### config.mk
export PLATFORM = sky130hd
export DESIGN_NAME = uart_tx
export DESIGN_NICKNAME = d
export VERILOG_FILES = /design/src/rtl/uart_pkg.sv /design/src/rtl/baud_tick_sync.sv /design/src/rtl/uart_tx.sv
export SDC_FILE = /design/constraint.sdc
export NUM_CORES = 1
export LEC_CHECK = 0
export CORE_UTILIZATION = 37
export DETAILED_ROUTE_END_ITERATION = 10
export PLACE_DENSITY_LB_ADDON = 0.05
export SYNTH_ARGS = -nofsm -noshare
export SYNTH_HDL_FRONTEND = slang
export SYNTH_SLANG_ARGS = --single-unit
### constraint.sdc
create_clock -name clk -period 3.1 [get_ports clk]
set_input_delay 0.62 -clock clk [delete_from_list [all_inputs] [get_ports clk]]
set_output_delay 0.62 -clock clk [all_outputs]
set_load 0.1 [all_outputs]
### src/rtl/uart_pkg.sv
// Shared UART definitions: FSM state encodings, line levels and baud divider constants.
// Used by the transmitter, the receiver and the baud-rate generator.
package uart_pkg;

    typedef logic [2:0] state_t;

    localparam state_t ST_IDLE   = 3'd0;
    localparam state_t ST_WAIT   = 3'd1;
    localparam state_t ST_START  = 3'd2;
    localparam state_t ST_DATA   = 3'd3;
    localparam state_t ST_PARITY = 3'd4;
    localparam state_t ST_STOP   = 3'd5;

    localparam logic IDLE_LEVEL  = 1'b1;
    localparam logic START_LEVEL = 1'b0;

    localparam int CLK_HZ          = 50_000_000;
    localparam int BAUD_DIV_9600   = 5208;
    localparam int BAUD_DIV_19200  = 2604;
    localparam int BAUD_DIV_38400  = 1302;
    localparam int BAUD_DIV_57600  = 868;

    // clk cycles per bit for each baud-generator select code
    function automatic int baud_div(input logic [1:0] sel);
        case (sel)
            2'b00:   return BAUD_DIV_9600;
            2'b01:   return BAUD_DIV_19200;
            2'b10:   return BAUD_DIV_38400;
            default: return BAUD_DIV_57600;
        endcase
    endfunction

endpackage

### src/rtl/baud_tick_sync.sv
// Brings the asynchronous level baud clock into clk and turns its rising edge
// into a single-cycle baud_tick.
module baud_tick_sync (
    input  logic clk,
    input  logic rst_n,
    input  logic baud_clk,
    output logic baud_tick
);

    logic s1, s2, s3;

    always_ff @(posedge clk or negedge rst_n) begin
        if (!rst_n) begin
            s1 <= 1'b0;
            s2 <= 1'b0;
            s3 <= 1'b0;
        end else begin
            s1 <= baud_clk;
            s2 <= s1;
            s3 <= s2;
        end
    end

    assign baud_tick = s2 & ~s3;

endmodule

### src/rtl/uart_tx.sv
// UART transmitter: ready/valid byte load, LSB-first framing with optional parity,
// one bit per baud_tick, registered glitch-free tx line.
//
// state     | meaning
// ----------+--------------------------------------------------
// IDLE      | line high, tx_ready=1, waiting for a load
// WAIT      | byte captured, waiting for the tick that starts the frame
// START     | start bit on the line
// DATA      | data bits on the line, LSB first
// PARITY    | parity bit on the line
// STOP      | stop bit(s) on the line
module uart_tx
    import uart_pkg::*;
#(
    parameter int DATA_BITS  = 8,
    parameter int PARITY_EN  = 0,
    parameter int PARITY_ODD = 0,
    parameter int STOP_BITS  = 1
) (
    input  logic                 clk,
    input  logic                 rst_n,
    input  logic                 baud_clk,
    input  logic [DATA_BITS-1:0] tx_data,
    input  logic                 tx_valid,
    output logic                 tx_ready,
    output logic                 tx,
    output logic                 busy,
    output logic                 tx_done
);

    localparam int                CNT_W     = $clog2(DATA_BITS);
    localparam logic [CNT_W-1:0] LAST_BIT  = CNT_W'(DATA_BITS - 1);
    localparam logic              LAST_STOP = 1'(STOP_BITS - 1);
    localparam logic              PAR_EN    = (PARITY_EN != 0);
    localparam logic              PAR_ODD   = (PARITY_ODD != 0);

    logic                 baud_tick;
    state_t               state_q, state_d;
    logic [DATA_BITS-1:0] shreg_q;
    logic [CNT_W-1:0]     bit_cnt_q;
    logic                 stop_cnt_q;
    logic                 parity_q;
    logic                 tx_q, tx_d;
    logic                 done_q, done_d;
    logic                 load;

    baud_tick_sync u_tick (
        .clk       (clk),
        .rst_n     (rst_n),
        .baud_clk  (baud_clk),
        .baud_tick (baud_tick)
    );

    assign load = tx_valid && (state_q == ST_IDLE);

    always_ff @(posedge clk or negedge rst_n) begin
        if (!rst_n) state_q <= ST_IDLE;
        else        state_q <= state_d;
    end

    always_comb begin
        state_d = state_q;
        case (state_q)
            ST_IDLE:   if (load)      state_d = ST_WAIT;
            ST_WAIT:   if (baud_tick) state_d = ST_START;
            ST_START:  if (baud_tick) state_d = ST_DATA;
            ST_DATA:
                if (baud_tick && bit_cnt_q == LAST_BIT)
                    state_d = PAR_EN ? ST_PARITY : ST_STOP;
            ST_PARITY: if (baud_tick) state_d = ST_STOP;
            ST_STOP:   if (baud_tick && stop_cnt_q == LAST_STOP) state_d = ST_IDLE;
            default:   state_d = ST_IDLE;
        endcase
    end

    // Shift register and counters; terminal values are compared, never wrapped.
    always_ff @(posedge clk or negedge rst_n) begin
        if (!rst_n) begin
            shreg_q    <= '0;
            parity_q   <= 1'b0;
            bit_cnt_q  <= '0;
            stop_cnt_q <= 1'b0;
        end else begin
            if (load) begin
                shreg_q  <= tx_data;
                parity_q <= (^tx_data) ^ PAR_ODD;
            end
            if (baud_tick) begin
                case (state_q)
                    ST_START: bit_cnt_q <= '0;
                    ST_DATA:
                        if (bit_cnt_q != LAST_BIT) begin
                            shreg_q   <= shreg_q >> 1;
                            bit_cnt_q <= bit_cnt_q + 1'b1;
                        end
                    ST_STOP:  if (stop_cnt_q != LAST_STOP) stop_cnt_q <= 1'b1;
                    default:  ;
                endcase
            end
            if (state_q != ST_STOP) stop_cnt_q <= 1'b0;
        end
    end

    // Next line level is chosen from the current state so tx moves only on the tick edge.
    always_comb begin
        tx_d     = tx_q;
        done_d   = 1'b0;
        tx_ready = (state_q == ST_IDLE);
        busy     = (state_q != ST_IDLE);
        if (state_q == ST_IDLE) begin
            tx_d = IDLE_LEVEL;
        end else if (baud_tick) begin
            case (state_q)
                ST_WAIT:   tx_d = START_LEVEL;
                ST_START:  tx_d = shreg_q[0];
                ST_DATA:
                    if (bit_cnt_q != LAST_BIT) tx_d = shreg_q[1];
                    else                       tx_d = PAR_EN ? parity_q : IDLE_LEVEL;
                ST_PARITY: tx_d = IDLE_LEVEL;
                ST_STOP: begin
                    tx_d   = IDLE_LEVEL;
                    done_d = (stop_cnt_q == LAST_STOP);
                end
                default:   tx_d = IDLE_LEVEL;
            endcase
        end
    end

    always_ff @(posedge clk or negedge rst_n) begin
        if (!rst_n) begin
            tx_q   <= IDLE_LEVEL;
            done_q <= 1'b0;
        end else begin
            tx_q   <= tx_d;
            done_q <= done_d;
        end
    end

    assign tx      = tx_q;
    assign tx_done = done_q;

endmodule

==> key figures <==
Pwr
  • Pwr/cell area: ~690 nW/um2
  • Max VDD drop: 0.000351 V
  • Reg power frac: 49.9%
  • Net Sw Frac: 34.7%
  • Clock network fraction of total power: 16.0%
  • Gate power share: 34.1%
  • Leakage: 0.000487 uW
  • Int Pwr: between 400 and 500 uW
  • Psw: roughly 260 uW
  • PnR Total Power: 754 uW

Critical path
  • Data required time of the critical path: 3.28 ns
  • CP Cell Sequence: clkdlybuf4s50_1, nor4b_4, mux2_2, mux2_1
  • Nature of the critical path startpoint: input pin
  • Crit path from: tx_valid
  • CP max FO: 8
  • Crit path buf inv count: 1
  • CP Data Arrival Time: 2.30 ns
  • Critical path depth in cells: 4
  • R2R Path End: shreg_q[5]$_DFF_PN0_
  • Slowest CP cell: nor4b_4
  • Critical path's top delay family: multiplexers
  • Worst Reg-to-Reg Cells: 3
  • R2R Setup Slk: 1.12 ns
  • Critical Path End: shreg_q[5]$_DFF_PN0_
  • Kind of critical path: in -> reg
  • R2R Path Start: state_q[1]$_DFFE_PN0P_
  • Crit end category: flop
  • Largest stage delay, worst path: about 0.5 ns

Layout
  • Most frequent cells in the layout: dfrtp_1, clkdlybuf4s50_1, mux2_2
  • Layout cells sized above 1: 20.7%
  • Final std cells w/o fill: 115
  • Commonest non-fill, non-tap cell in the layout: dfrtp_1
  • ANT cells: 0
  • Final instance area: 1090 um2
  • Final-stage net count: 102
  • Synth-to-layout area growth: 20.9%
  • Fillers: 231

STA
  • Post-route minimum period: between 2 and 2.5 ns
  • Period Utilization, post-route: 68.3%
  • Sum of negative setup slack: 0 ns
  • Hold Fails Final Rpt: 0
  • Max-slew violations: 0
  • Final-report setup violation count: 0
  • RSZ-0062 raised after global routing: no
  • Slew headroom: between 40% and 50%
  • Post-route setup slack: a little under 1 ns
  • Worst clock skew: 0.00457 ns
  • Worst-Margin Slew: 0.822 ns
  • Max Freq: ~0.47 GHz

Synthesis
  • Top cells by area in the synthesized netlist: dfrtp_1, mux2_2, mux2_1
  • Simple-Gate Fraction of Synth Area: 13.1%
  • Ys Warns: 0
  • Main combinational cell family by area after synthesis: multiplexers
  • Synth Cell Area: 906 um2
  • Multiplexer share of the synthesized area: 19.8%
  • Adder-cell share of the synthesized area: 2.76%
  • Post-synth EDFFs: 0
  • Synth Area in XOR/XNOR: 0%
  • Seq cells post-synth: 19
  • Synthesized Nets: 85
  • Post-synth top area cell: dfrtp_1
  • Sequential fraction of the synthesis area: between 50% and 60%
  • Synth Area in Compound Gates: slightly above 8%
  • Async SR Flop Fraction: 100%
  • Main synth FF type: dfrtp_1
  • Unique masters post-synth: 29
  • Synth Instances: 71
  • Top-area cell type share of the netlist area: 49.7%
  • Synthesized area per cell: 12.8 um2

Flow run
  • Max Cap Violations: 0

CTS
  • Clock Latency Late Sink: between 0.2 and 0.3 ns
  • Post-CTS Resized: 0
  • Clock Sinks: 19
  • CTS H-tree depth: 1
  • Post-CTS setup buffer count: 0
  • # hold bufs at CTS: 0
  • TritonCTS buffer count: 3
  • Clock slew at reported path FFs: 0.10 ns
  • Clock Tree Buf Depth: 2
  • TritonCTS clock tree: done
  • Clk root buf: clkbuf_4

Global route
  • First-pass GRT wire length: 2490 um
  • Remaining Overflow, GRT: 0
  • GR Util All Layers: approximately an eighth
  • Initial antenna violation count: 0
  • Vias in the first global route: 564
  • Pin count of the biggest net entering global routing: 20

Floorplan
  • Starting Density: 40.2%
  • Core area: 2250 um2
  • IO Count: 16
  • Die area: 2650 um2
  • Row count: 17
  • Die height: 51.5 um
  • Die Wd: 51.5 um

Routing
  • Initial DRT Pass Iterations: 4
  • DRT antenna net count: 0
  • Vias: 574
  • Via density: 4.99
  • Wirelength per Cell: 12.4 um
  • Drt drc: 0
  • Iter 0 DRT Violations: 9
  • Detailed Route WL: 1430 um

Run status
  • Outcome: finished clean

Place
  • Dpl ws: 0.625 ns
  • Area of placed instances: about 1100 um2
  • GPL Wtd Cong: 0.671
  • HPWL after DPL: 1040 um
  • Port bufs: 15
  • Dpl cells: 111

Min path
  • Worst hold path class: reg -> reg
  • Hold_sp: u_tick.s1$_DFF_PN0_
==> synthesized netlist by cell type (2+ instances only) <==
library cell,instances
mux2_2,8
nor3_1,3
mux2_1,7
nand2b_1,2
nand2_1,2
inv_1,2
nor2_1,3
o21ai_0,3
ha_1,2
a22o_1,2
dfrtp_1,18
or3_1,2
==> how the worst min path moves through the flow <==
stage	endpoint	slack, ns	cells past startpoint
2_1_floorplan	bit_cnt_q[0]$_DFFE_PN0P_	0.32	0
3_3_place_gp	u_tick.s2$_DFF_PN0_	0.33	0
3_5_place_dp	u_tick.s2$_DFF_PN0_	0.33	0
4_1_cts	u_tick.s2$_DFF_PN0_	0.36	0
5_1_grt	u_tick.s2$_DFF_PN0_	0.38	0
6_report	u_tick.s2$_DFF_PN0_	0.36	0
==> per-stage QoR <==
stage	hold slack (ns)	util, %
finish	0.357	48.6
global route	0.381	48.6
CTS	0.359	48.6
detailed placement	0.335	47.4
global placement	0.332	47.4
floorplan	0.324	-
==> per-layer routing <==
layer	global-route usage (%)	wire (um)	vias to the layer above
met5	0	0	-
met4	4.05	9	0
met3	5.36	67	2
met2	20.6	655	14
met1	16.3	696	265
li1	-	-	293
==> power by group through the flow <==
stage                     Clock (uW)  Sequential [uW]  Combinational, uW
after CTS                        128              377                261
after detailed placement           0              382                261
after global routing             136              387                285
final                            121              376                257
after global placement             0              381                256
after floorplan                    0              401                192
==> cell families after synthesis <==
logic type                 Yosys count
muxes                               16
AOI/OAI and AO/OA                   11
adders and majority gates            2
buffers and inverters                5
DFF                                 19
and+or+nand+nor                     18
==> state kept, by name (all words and copies together), names as in the netlist <==
register,cells
shreg_q,8
bit_cnt_q,3
state_q,3
tx,1
tx_done,1
u_tick.s1,1
u_tick.s2,1
u_tick.s3,1
==> cell type report <==
| cell class | instances | area (um2) | share of cell area, % |
|---|---|---|---|
| Clock buffer | 4 | 26.3 | 2.40 |
| Inverter | 2 | 7.51 | 0.686 |
| Multi-Input combinational cell | 47 | 409 | 37.4 |
| Sequential cell | 19 | 477 | 43.5 |
| Tap cell | 28 | 35.0 | 3.20 |
| Timing Repair Buffer | 15 | 140 | 12.8 |
Note: power is estimated with default switching activity, not from simulation.
